File: config.mk
export PLATFORM = sky130hd
export DESIGN_NAME = turbo_tail_deformat
export DESIGN_NICKNAME = d
export VERILOG_FILES = /design/src/rtl/turbo_tail_deformat.sv
export SDC_FILE = /design/constraint.sdc
export NUM_CORES = 1
export LEC_CHECK = 0
export BUFFER_PORTS_ARGS = -buffer_cell sky130_fd_sc_hd__buf_4
export CELL_PAD_IN_SITES_DETAIL_PLACEMENT = 2
export CELL_PAD_IN_SITES_GLOBAL_PLACEMENT = 2
export CORE_MARGIN = 2
export CORE_UTILIZATION = 32
export CTS_CLUSTER_SIZE = 16
export DETAILED_ROUTE_END_ITERATION = 10
export PLACE_DENSITY = 0.72
export SLEW_MARGIN = 5
export SYNTH_ARGS = -nofsm -noshare
export SYNTH_HDL_FRONTEND = slang
export SYNTH_SLANG_ARGS = --single-unit
File: constraint.sdc
create_clock -name clk -period 1.7 [get_ports clk]
set_input_delay 0.34 -clock clk [delete_from_list [all_inputs] [get_ports clk]]
set_output_delay 0.34 -clock clk [all_outputs]
set_load 0.01 [all_outputs]
File: src/rtl/turbo_tail_deformat.sv
// Collects the 12 turbo trellis-termination LLRs, splits them into per-constituent
// systematic/parity tail vectors, and recovers and checks each encoder's pre-termination state.
module turbo_tail_deformat #(
  parameter int unsigned W = 6
) (
  input  logic            clk,
  input  logic            rst,
  input  logic            start,
  input  logic            in_valid,
  output logic            in_ready,
  input  logic [W-1:0]    in_llr,
  output logic            out_valid,
  input  logic            out_ready,
  output logic [3*W-1:0]  tail_n_sys,
  output logic [3*W-1:0]  tail_n_par,
  output logic [3*W-1:0]  tail_m_sys,
  output logic [3*W-1:0]  tail_m_par,
  output logic [2:0]      state_n,
  output logic [2:0]      state_m,
  output logic [1:0]      chk_err,
  output logic            busy
);

  localparam int unsigned N_BEATS = 12;
  localparam int unsigned CNT_W   = 4;

  typedef enum logic [1:0] {
    IDLE    = 2'd0,
    COLLECT = 2'd1,
    CHECK   = 2'd2,
    OUT     = 2'd3
  } state_t;

  state_t             state, state_nxt;
  logic [CNT_W-1:0]   cnt, cnt_nxt;
  logic               beat_store;
  logic [W-1:0]       slot [N_BEATS];
  logic [2:0]         xn, zn, xm, zm;

  function automatic logic hb(input logic [W-1:0] v);
    return v[W-1];
  endfunction

  // x = {x2,x1,x0}; returns {s1,s2,s3}
  function automatic logic [2:0] term_state(input logic [2:0] x);
    return {x[2], x[1] ^ x[2], x[0] ^ x[1] ^ x[2]};
  endfunction

  function automatic logic term_err(input logic [2:0] x, input logic [2:0] z);
    return (z[0] ^ x[0] ^ x[1]) | (z[1] ^ x[1] ^ x[2]) | (z[2] ^ x[2]);
  endfunction

  // Serial order interleaves d0/d1/d2 tails of both encoders; regroup as {k2,k1,k0}
  assign xn = {hb(slot[5]), hb(slot[8]),  hb(slot[0])};
  assign zn = {hb(slot[9]), hb(slot[1]),  hb(slot[4])};
  assign xm = {hb(slot[7]), hb(slot[10]), hb(slot[2])};
  assign zm = {hb(slot[11]), hb(slot[3]), hb(slot[6])};

  always_comb begin
    state_nxt  = state;
    cnt_nxt    = cnt;
    beat_store = 1'b0;
    case (state)
      IDLE: begin
        if (start) begin
          state_nxt = COLLECT;
          cnt_nxt   = '0;
        end
      end
      COLLECT: begin
        // restart wins over a same-cycle beat
        if (start) begin
          cnt_nxt = '0;
        end else if (in_valid && in_ready) begin
          beat_store = 1'b1;
          if (cnt == CNT_W'(N_BEATS - 1)) begin
            state_nxt = CHECK;
            cnt_nxt   = '0;
          end else begin
            cnt_nxt = cnt + CNT_W'(1);
          end
        end
      end
      CHECK:   state_nxt = OUT;
      OUT:     if (out_ready) state_nxt = IDLE;
      default: state_nxt = IDLE;
    endcase
  end

  always_ff @(posedge clk) begin
    if (rst) begin
      state      <= IDLE;
      cnt        <= '0;
      in_ready   <= 1'b0;
      out_valid  <= 1'b0;
      busy       <= 1'b0;
      tail_n_sys <= '0;
      tail_n_par <= '0;
      tail_m_sys <= '0;
      tail_m_par <= '0;
      state_n    <= '0;
      state_m    <= '0;
      chk_err    <= '0;
      for (int unsigned i = 0; i < N_BEATS; i++) slot[i] <= '0;
    end else begin
      state     <= state_nxt;
      cnt       <= cnt_nxt;
      in_ready  <= (state_nxt == COLLECT);
      out_valid <= (state_nxt == OUT);
      busy      <= (state_nxt != IDLE);
      for (int unsigned i = 0; i < N_BEATS; i++) begin
        if (beat_store && cnt == CNT_W'(i)) slot[i] <= in_llr;
      end
      if (state == CHECK) begin
        tail_n_sys <= {slot[5], slot[8],  slot[0]};
        tail_n_par <= {slot[9], slot[1],  slot[4]};
        tail_m_sys <= {slot[7], slot[10], slot[2]};
        tail_m_par <= {slot[11], slot[3], slot[6]};
        state_n    <= term_state(xn);
        state_m    <= term_state(xm);
        chk_err    <= {term_err(xm, zm), term_err(xn, zn)};
      end
    end
  end

endmodule
; ---- After elaboration in Yosys (flattened, before gate mapping)
; Memories as Yosys holds them, arrays and structs flattened.
; Index checks and enable logic that the tools add are counted.
[totals]
register_bits = 89
mem_bits_rw = 72
inputBits = 11
out_inout_bits = 83
word_cells = 146
mem_count = 1
[memory_table]
columns = name, words, width, read_ports, rd_ports_with_merged_regs, write_ports, line
row1 = slot, 12, 6, 12, 0, 12, 37  ; logic [W-1:0] slot [N_BEATS];
[classes]
add_sub_neg = 1
n_eq_ne = 18
mux = 64
n_bitwise = 32
n_reduce_logical = 18
[ops]
columns = cell, n
row1 = two-way mux 6 bit, 12
row2 = two-way mux 1 bit, 41
row3 = equality test 4 x 3 -> 1 bit (second input constant), 4
row4 = equality test 4 bit (second input constant), 4
row5 = two-way mux 4 bit, 4
row6 = bitwise OR 1 bit, 16
row7 = bitwise XOR 1 bit, 16
row8 = logical AND 1 bit, 13
row9 = two-way mux 2 bit, 5
row10 = equality test 4 x 2 -> 1 bit (second input constant), 2
row11 = case mux 2 bit (4 select lines), 1
row12 = case mux 4 bit (2 select lines), 1
row13 = equality test 2 bit (second input constant), 3
row14 = adder 4 x 1 -> 4 bit (second input constant), 1
row15 = equality test 2 x 1 -> 1 bit (second input constant), 2
row16 = equality test 4 x 1 -> 1 bit (second input constant), 1
row17 = zero test 4 bit, 1
row18 = nonzero test 2 bit, 2
row19 = inequality test 3 bit (second input constant), 1
row20 = AND reduction 3 bit, 1
row21 = zero test 2 bit, 1
row22 = inequality test 2 bit (second input constant), 1

; ---- Logic depth before layout (Yosys ltp)
; Gate-level depths: netlist of run 1.
[logic_depth]
depth_word = 9
depth_mapped = 6
depth_no_buf = 4

; ---- Worst setup path before layout of run 1
; Ideal clock, no wire load.
[synth_timing]
path_kind = register -> register
startpoint = reg state[0]
endpoint = mem slot[7][0], in the netlist slot[0][42] (enable)
setup_ns = 0.360
arrival_ns = 1.240
required_time_ns = 1.340
setup_slack_ns = 0.100
path_stages_with_launch = 6
path_buffers = 2
period_less_slack_ns = 1.600
cell_sequence = dfxtp_1 buf_4 and3_1 buf_6 nand3_2 o21bai_1
[synth_lines]
columns = item, line
row1 = from (decl), 34  ; state_t state, state_nxt;
row2 = from (signal assigned), 106  ; state <= state_nxt;
row3 = to (decl), 37

==> results by group, run 1 <==
Finish
  • Most frequent cells in the layout: nand2_1, buf_4, dfxtp_1
  • Fin nets: 724
  • Layout area overhead: 27.7%
  • Antenna diodes: 0
  • Final Util: 41.7%
  • Layout cell share with drive strength beyond 1: 23.7%
  • Commonest non-fill, non-tap cell in the layout: nand2_1

Global route
  • Initial antenna violation count: 0
  • Global-route wire length before repair: 29.2 mm
  • Gr ovfl total: 0
  • Largest net degree at the start of global routing: 44
  • Vias in the first global route: 5,160
  • All-Layer GR Usage: 19.1%

Setup path
  • RR Startpoint: cnt[0]
  • CP Data Required Time: 1820 ps
  • Setup crit start: cnt[0]
  • R2R cell count: 3
  • Critical path endpoint: slot[0][66]
  • CP max stage delay: 460 ps
  • Critical path, cell by cell: ha_1 > nand4_1 > nand2b_2
  • CP endpoint kind: register
  • Setup CP Type: reg -> reg
  • Slowest CP cell: dfxtp_1
  • FF-to-FF setup slack: 90 ps
  • Critical Path AT: 1730 ps
  • Setup crit start kind: register
  • R2R Path End: slot[0][66]
  • Worst-path maximum fanout: 7

Die
  • Initial Util: 32.6%
  • Core Area: 18,700 um^2
  • Die area: 20,200 um^2
  • IO Count: 94
  • Die span in x: 142 um
  • Die height: 142 um
  • Row cnt: 50

Hold path
  • Min-delay worst type: in -> reg
  • Hold wc startpoint: rst

Clocking
  • Post-CTS Hold Fix Bufs: 0
  • Postcts setup bufs: 0
  • H-tree level count: 4
  • Worst-path clk slew: 60 ps
  • Sink Count: 159
  • CTS tree: done
  • CTS Root Cell: clkbuf_16
  • Clk_lat worst skew: 430 ps
  • Inserted Clock Buffers: 17
  • Clock buffer depth: 2

Yosys
  • Syn Std Cell Area: 6100 um^2
  • FF+latch count, synth: 159
  • Largest area contributor in the netlist: edfxtp_1
  • Post-synth top flop: dfxtp_1
  • Seq/Total Area, Yosys: 64.0%
  • Synth warn: 0
  • Post-synth EDFFs: 72
  • Area contributors post-synth: edfxtp_1, dfxtp_1, nand2_1
  • Synth Net Count: 612
  • Synth async-reset ratio: 0%
  • Library cells used by synthesis: 49
  • Synthesized area per cell: 10.2 um^2
  • Gate Count Post-Synth: 597
  • Synth top area share: 35.4%

Route
  • Via count: 4,648
  • Average wire per cell in the routed design: 19.5 um
  • Number of detailed-route iterations in the first pass: 4
  • # DRC: 0
  • Aggregate routed wire length: 18.7 mm
  • Initial drt markers: 206
  • Vias/cell: 4.86
  • Post-route ant nets: 0

STA
  • Final setup viols: 0
  • Layout Skew: 9.37 ps
  • Period Utilization, post-route: 94.6%
  • Fmax: 622 MHz
  • Min Tclk post-route: 1610 ps
  • Final Hold Vio Count: 0
  • Final Max Tran Viols: 0
  • RSZ-0062 raised after global routing: no
  • Worst Setup Slack, final: 91.5 ps
  • Max_slew headroom: 69.5%
  • Worst slew pin tran: 456 ps

Place
  • Placement Setup Slack: -7.62 ps
  • DP HPWL: 13.4 mm
  • Port Buffers: 93
  • GP Congestion: 0.835

Power and ir drop
  • Max VDD drop: 0.762 mV
  • Leakage Power: 2.91 nW
  • PwrDens: 1030 nW/um^2

Flow run
  • Max Cap Viol: 0

Status
  • Outcome: complete, no violations
==> worst max-delay path: cells and delay by family (launching register included) <==
family	cells	cell delay (ps)
DFF	1	460
adders and majority gates	1	380
and+or+nand+nor	2	460
==> routing by layer <==
| layer | vias up | part of all wire (%) | global-route usage [%] |
|---|---|---|---|
| met5 | - | 0 | 0 |
| met3 | 20 | 3.4 | 3.87 |
| li1 | 2230 | - | - |
| met1 | 2317 | 42 | 22.5 |
| met2 | 81 | 53 | 34.5 |
| met4 | 0 | 1.7 | 6.84 |
==> sequential cells by signal, indices dropped and copies added (netlist names), 2 cells and up <==
name and flops:
cnt 4, tail_n_sys 18, chk_err 2, slot 72
state_m 2, tail_m_sys 18, state_n 2, tail_m_par 18
tail_n_par 18, state 2
==> Yosys cell counts (all sizes together) (3+ instances only) <==
| library cell | instances |
|---|---|
| ha | 4 |
| nand3b | 3 |
| nand4b | 4 |
| nor2b | 3 |
| nand2b | 12 |
| nor2 | 65 |
| a211oi | 3 |
| o21ai | 5 |
| buf | 28 |
| inv | 10 |
| o21bai | 7 |
| nand2 | 161 |
| a21oi | 76 |
| nand4 | 6 |
| dfxtp | 87 |
| edfxtp | 72 |
| xnor2 | 4 |
| clkbuf | 10 |
| nor3b | 3 |
| nand3 | 6 |
==> stage by stage <==
stage | TNS [ps] | power [mW] | std cells | area (um^2) | hold WS, ps
finish | 0 | 8.02 | 956 | 7790 | 137
CTS | 0 | 8.10 | 956 | 7790 | 122
global placement | 0 | 4.45 | 924 | 7230 | 445
detailed placement | -43.6 | 4.47 | 924 | 7230 | 452
floorplan | 0 | 4.32 | 597 | 6100 | 471
global route | 0 | 8.27 | 956 | 7790 | 136
==> where the power goes <==
part | internal, mW | total, mW | switching, mW
combinational | 0.0982 | 0.268 | 0.170
clock | 2.11 | 3.63 | 1.52
sequential | 4.07 | 4.12 | 0.0518
==> kinds of logic (layout without fill, tap and decap cells) <==
| family | after synthesis | count (layout) | synth area share [%] |
|---|---|---|---|
| xor+xnor | 6 | 6 | 0.861 |
| compound gates | 101 | 101 | 9.27 |
| flops | 159 | 159 | 64.0 |
| fa+ha+maj | 4 | 4 | 0.820 |
| buf+inv | 48 | 173 | 4.06 |
| simple gates | 279 | 279 | 21.0 |
==> worst min path at each step <==
stage	endpoint	cells past startpoint
after CTS	out_valid	2
after floorplan	tail_m_par[0]	2
after global placement	tail_m_par[14]	2
after detailed placement	tail_n_sys[4]	2
final	out_valid	2
after global routing	out_valid	2
==> cell type report <==
| cell class | instances | area (um^2) |
|---|---|---|
| multi-input combinational | 390 | 1960 |
| timing repair buffer | 131 | 1050 |
| clock buffer | 28 | 528 |
| clock inverter | 4 | 25.0 |
| tap | 234 | 293 |
| sequential | 159 | 3900 |
| inverter | 10 | 37.5 |
| fill | 1998 | 10900 |
==> what timing repair did <==
action,CTS,global route
setup endpoints to repair,6,6
hold endpoints to repair,0,0
gates resized for setup,1,1
Note: power is estimated with default switching activity, not from simulation.
==> run 2, diff against run 1 <==
CORE_ASPECT_RATIO = 0.7   (was unset)
CORE_UTILIZATION = 38   (was 32)
PLACE_DENSITY = 0.8   (was 0.72)
clock period = 2 ns   (was 1.7 ns; I/O delays follow)
==> results by group, run 2 (synthesis results as in run 1) <==
Status
  • Outcome: complete, no violations

Global route
  • Largest net degree at the start of global routing: 46
  • Initial antenna violation count: 0
  • Global-route wire length before repair: 30.2 mm
  • Gr ovfl total: 0
  • All-Layer GR Usage: 23.9%
  • Vias in the first global route: 5,217

Hold path
  • Min-delay worst type: in -> reg
  • Hold Path Cell Cnt: 2

STA
  • Setup TNS: 0 ps
  • Layout Skew: 9.34 ps
  • Final setup viols: 0
  • Worst slew pin tran: 486 ps
  • Final Max Tran Viols: 0
  • Max_slew headroom: 67.6%
  • Min Tclk post-route: 1820 ps
  • RSZ-0062 raised after global routing: no
  • Period Utilization, post-route: 90.9%
  • Fmax: 550 MHz
  • Final Hold Vio Count: 0

Finish
  • Post-route insts no fill: 908
  • Commonest non-fill, non-tap cell in the layout: nand2_1
  • Antenna diodes: 0
  • Fillers: 1,619
  • Biggest register: slot
  • Post-route cell area: 7640 um^2
  • Fin nets: 710
  • Final Util: 49.0%
  • Layout cell share with drive strength beyond 1: 22.6%
  • Layout area overhead: 25.2%
  • Most frequent cells in the layout: nand2_1, buf_4, dfxtp_1
  • Max FFs per register: 72

Clocking
  • Inserted Clock Buffers: 17
  • Post-CTS Hold Fix Bufs: 0
  • H-tree level count: 4
  • CTS tree: done
  • Post-CTS Resized: 0
  • Postcts setup bufs: 0
  • CTS Root Cell: clkbuf_16
  • Sink Count: 159
  • Worst-path clk slew: 60 ps
  • Clk_lat worst skew: 440 ps
  • Clock buffer depth: 2

Route
  • Vias/cell: 5.19
  • Average wire per cell in the routed design: 21.6 um
  • # DRC: 0
  • Via count: 4,712
  • Number of detailed-route iterations in the first pass: 5
  • Aggregate routed wire length: 19.6 mm
  • Initial drt markers: 319
  • Post-route ant nets: 0

Power and ir drop
  • Int Pwr: 5.61 mW
  • Combinational power share: 3.0%
  • Leakage Power: 2.86 nW
  • Clk pwr share: 48.0%
  • Max VDD drop: 0.573 mV
  • PwrDens: 937 nW/um^2
  • Reg power frac: 49.0%
  • Switching share of total power: 21.6%
  • Sw power: 1.55 mW

Setup path
  • Critical Path AT: 1900 ps
  • CP Data Required Time: 2090 ps
  • Worst-path maximum fanout: 9
  • Setup CP Type: reg -> reg
  • Setup crit start kind: register
  • CP endpoint kind: register
  • R2R cell count: 3

Die
  • Core Area: 15,600 um^2
  • Die height: 110 um
  • Row cnt: 38
  • Die span in x: 155 um
  • Die area: 17,100 um^2
  • Initial Util: 39.1%
  • IO Count: 94

Flow run
  • Max Cap Viol: 0

Place
  • GP Congestion: 0.812
  • DP HPWL: 13.7 mm
  • Area after DPL: 7020 um^2
  • Port Buffers: 93
  • Placed Instances: 876
-- run 2: cell types whose count changed in the layout (fill, tap and decap cells not counted), sizes merged --
cell and delta:
buf -14, bufinv +4, clkbuf -11, clkinv +4, clkinvlp +1, inv +2
-- run 2: cell type report --
cell class	instances	area, um^2	share of cell area [%]
clock buffer	17	425	5.57
timing repair buffer	117	878	11.5
sequential	159	3900	51.1
inverter	10	37.5	0.491
clock inverter	15	191	2.51
multi-input combinational	390	1950	25.6
tap	200	250	3.27
-- run 2: per-stage QoR --
| step | power, mW | hold WS, ps | setup slack, ps |
|---|---|---|---|
| after CTS | 7.20 | 239 | 228 |
| after global routing | 7.37 | 260 | 103 |
| after detailed placement | 3.79 | 452 | 140 |
| after floorplan | 3.67 | 471 | 390 |
| after global placement | 3.77 | 445 | 261 |
| final | 7.16 | 249 | 183 |
-- run 2: power by group through the flow --
stage | Clock, mW | Sequential [mW] | Combinational, mW
6_report | 3.44 | 3.51 | 0.215
5_1_grt | 3.62 | 3.51 | 0.233
4_1_cts | 3.47 | 3.51 | 0.216
3_5_place_dp | 0 | 3.57 | 0.212
3_3_place_gp | 0 | 3.57 | 0.197
2_1_floorplan | 0 | 3.55 | 0.117
-- run 2: worst paths after layout --
| kind | start | to | slack (ps) |
|---|---|---|---|
| setup reg to reg | cnt[3] | slot[0][66] | 180 |
| setup / recovery | cnt[3] | slot[0][66] | 180 |
| hold reg to reg | tail_m_sys[1] | tail_m_sys[1] | 460 |
| hold / removal | out_ready | busy | 250 |
-- run 2: worst max-delay path: stages, from the launching register on --
cell and delay (ps):
dfxtp_1 530, and2b_1 320, nand4_1 220, nand2b_1 390
-- run 2: metal layers --
| metal | wire length (um) | track usage [%] | share of wire, % | vias to the layer above |
|---|---|---|---|---|
| met3 | 992 | 5.16 | 5.1 | 20 |
| met4 | 194 | 6.95 | 0.99 | 0 |
| li1 | - | - | - | 2205 |
| met2 | 9580 | 41.1 | 49 | 127 |
| met1 | 8820 | 31.0 | 45 | 2360 |
| met5 | 0 | 0 | 0 | - |
==> run 3, diff against run 2 <==
RECOVER_POWER = 50   (was unset)
==> results by group, run 3 (synthesis results as in run 1) <==
Setup path
  • Setup CP Type: reg -> reg
  • Worst-path maximum fanout: 9
  • CP Data Required Time: 2100 ps
  • Setup crit start kind: register
  • Critical Path AT: 1890 ps
  • CP endpoint kind: register

Power and ir drop
  • Leakage Power: 2.49 nW
  • Post-route total power: 7.15 mW
  • PwrDens: 980 nW/um^2
  • Max VDD drop: 0.572 mV

Place
  • Placement Setup Slack: 140 ps
  • DP HPWL: 13.7 mm
  • Placed Instances: 876
  • Port Buffers: 93
  • GP Congestion: 0.812
  • Area after DPL: 7020 um^2

Die
  • Core Area: 15,600 um^2
  • Initial Util: 39.1%
  • Row cnt: 38
  • Die height: 110 um
  • Die span in x: 155 um
  • Die area: 17,100 um^2
  • IO Count: 94

Route
  • Number of detailed-route iterations in the first pass: 4
  • Post-route ant nets: 0
  • Initial drt markers: 295
  • Aggregate routed wire length: 19.7 mm
  • Vias/cell: 5.19
  • Via count: 4,711
  • Average wire per cell in the routed design: 21.6 um
  • # DRC: 0

Clocking
  • Postcts setup bufs: 0
  • Clock buffer depth: 2
  • CTS tree: done
  • Post-CTS Resized: 0
  • Inserted Clock Buffers: 17
  • Clk_lat worst skew: 430 ps
  • Worst-path clk slew: 60 ps
  • H-tree level count: 4
  • Post-CTS Hold Fix Bufs: 0
  • CTS Root Cell: clkbuf_16
  • Sink Count: 159

STA
  • Final setup viols: 0
  • Worst slew pin tran: 530 ps
  • RSZ-0062 raised after global routing: no
  • Final Hold Vio Count: 0
  • Setup TNS: 0 ps
  • Min Tclk post-route: 1790 ps
  • Period Utilization, post-route: 89.5%
  • Fmax: 559 MHz
  • Max_slew headroom: 64.7%
  • Final hold slack: 248 ps
  • Worst Setup Slack, final: 211 ps
  • Layout Skew: 8.50 ps
  • Final Max Tran Viols: 0

Finish
  • Seq. cell area: 3900 um^2
  • Antenna diodes: 0
  • Post-route insts no fill: 908
  • Max FFs per register: 72
  • Most frequent cells in the layout: nand2_1, dfxtp_1, clkbuf_1
  • Multi-input logic area: 1940 um^2
  • Layout cell share with drive strength beyond 1: 10.0%
  • Commonest non-fill, non-tap cell in the layout: nand2_1
  • Layout area overhead: 19.7%
  • Fin nets: 710
  • Fillers: 1,690
  • Biggest register: slot
  • Final Util: 46.8%
  • Post-route cell area: 7300 um^2

Global route
  • Gr ovfl total: 0
  • Largest net degree at the start of global routing: 46
  • All-Layer GR Usage: 23.9%
  • Global-route wire length before repair: 30.2 mm
  • Vias in the first global route: 5,217
  • Initial antenna violation count: 0

Status
  • Outcome: complete, no violations

Flow run
  • Max Cap Viol: 0

Hold path
  • Min-delay worst type: in -> reg
run 3: cell type report:
class                   count  share of cell area (%)
well taps                 200                    3.43
multi-input cells         390                    26.6
clock buffers              17                    5.82
clock inverters            15                    2.62
flip-flops and latches    159                    53.4
inverters                  10                   0.514
repair buffers            117                    7.61
run 3: per-layer routing:
layer / up-vias / track usage (%) / routed length [um]
met5: - / 0 / 0
met3: 22 / 5.16 / 965
met4: 0 / 6.95 / 233
met1: 2355 / 31.0 / 8920
li1: 2209 / - / -
met2: 125 / 41.1 / 9540
run 3: power by group:
group / total, mW / internal, mW / switching, mW
registers: 3.51 / 3.46 / 0.0470
logic: 0.212 / 0.0681 / 0.144
clock network: 3.44 / 2.08 / 1.35
total: 7.15 / 5.61 / 1.55
run 3: worst paths after layout:
path / end / start / depth (start not counted) / slack [ps]
max: slot[0][18] / cnt[2] / 4 / 210
min: busy / out_ready / 2 / 250
max reg2reg: slot[0][18] / cnt[2] / 4 / 210
min reg2reg: tail_m_sys[1] / tail_m_sys[1] / 2 / 460
run 3: worst max-delay path: stages (launching register included):
cell and delay [ps]:
dfxtp_1 430, nor2_1 200, clkbuf_1 280, nand4_1 220
nand2b_1 340
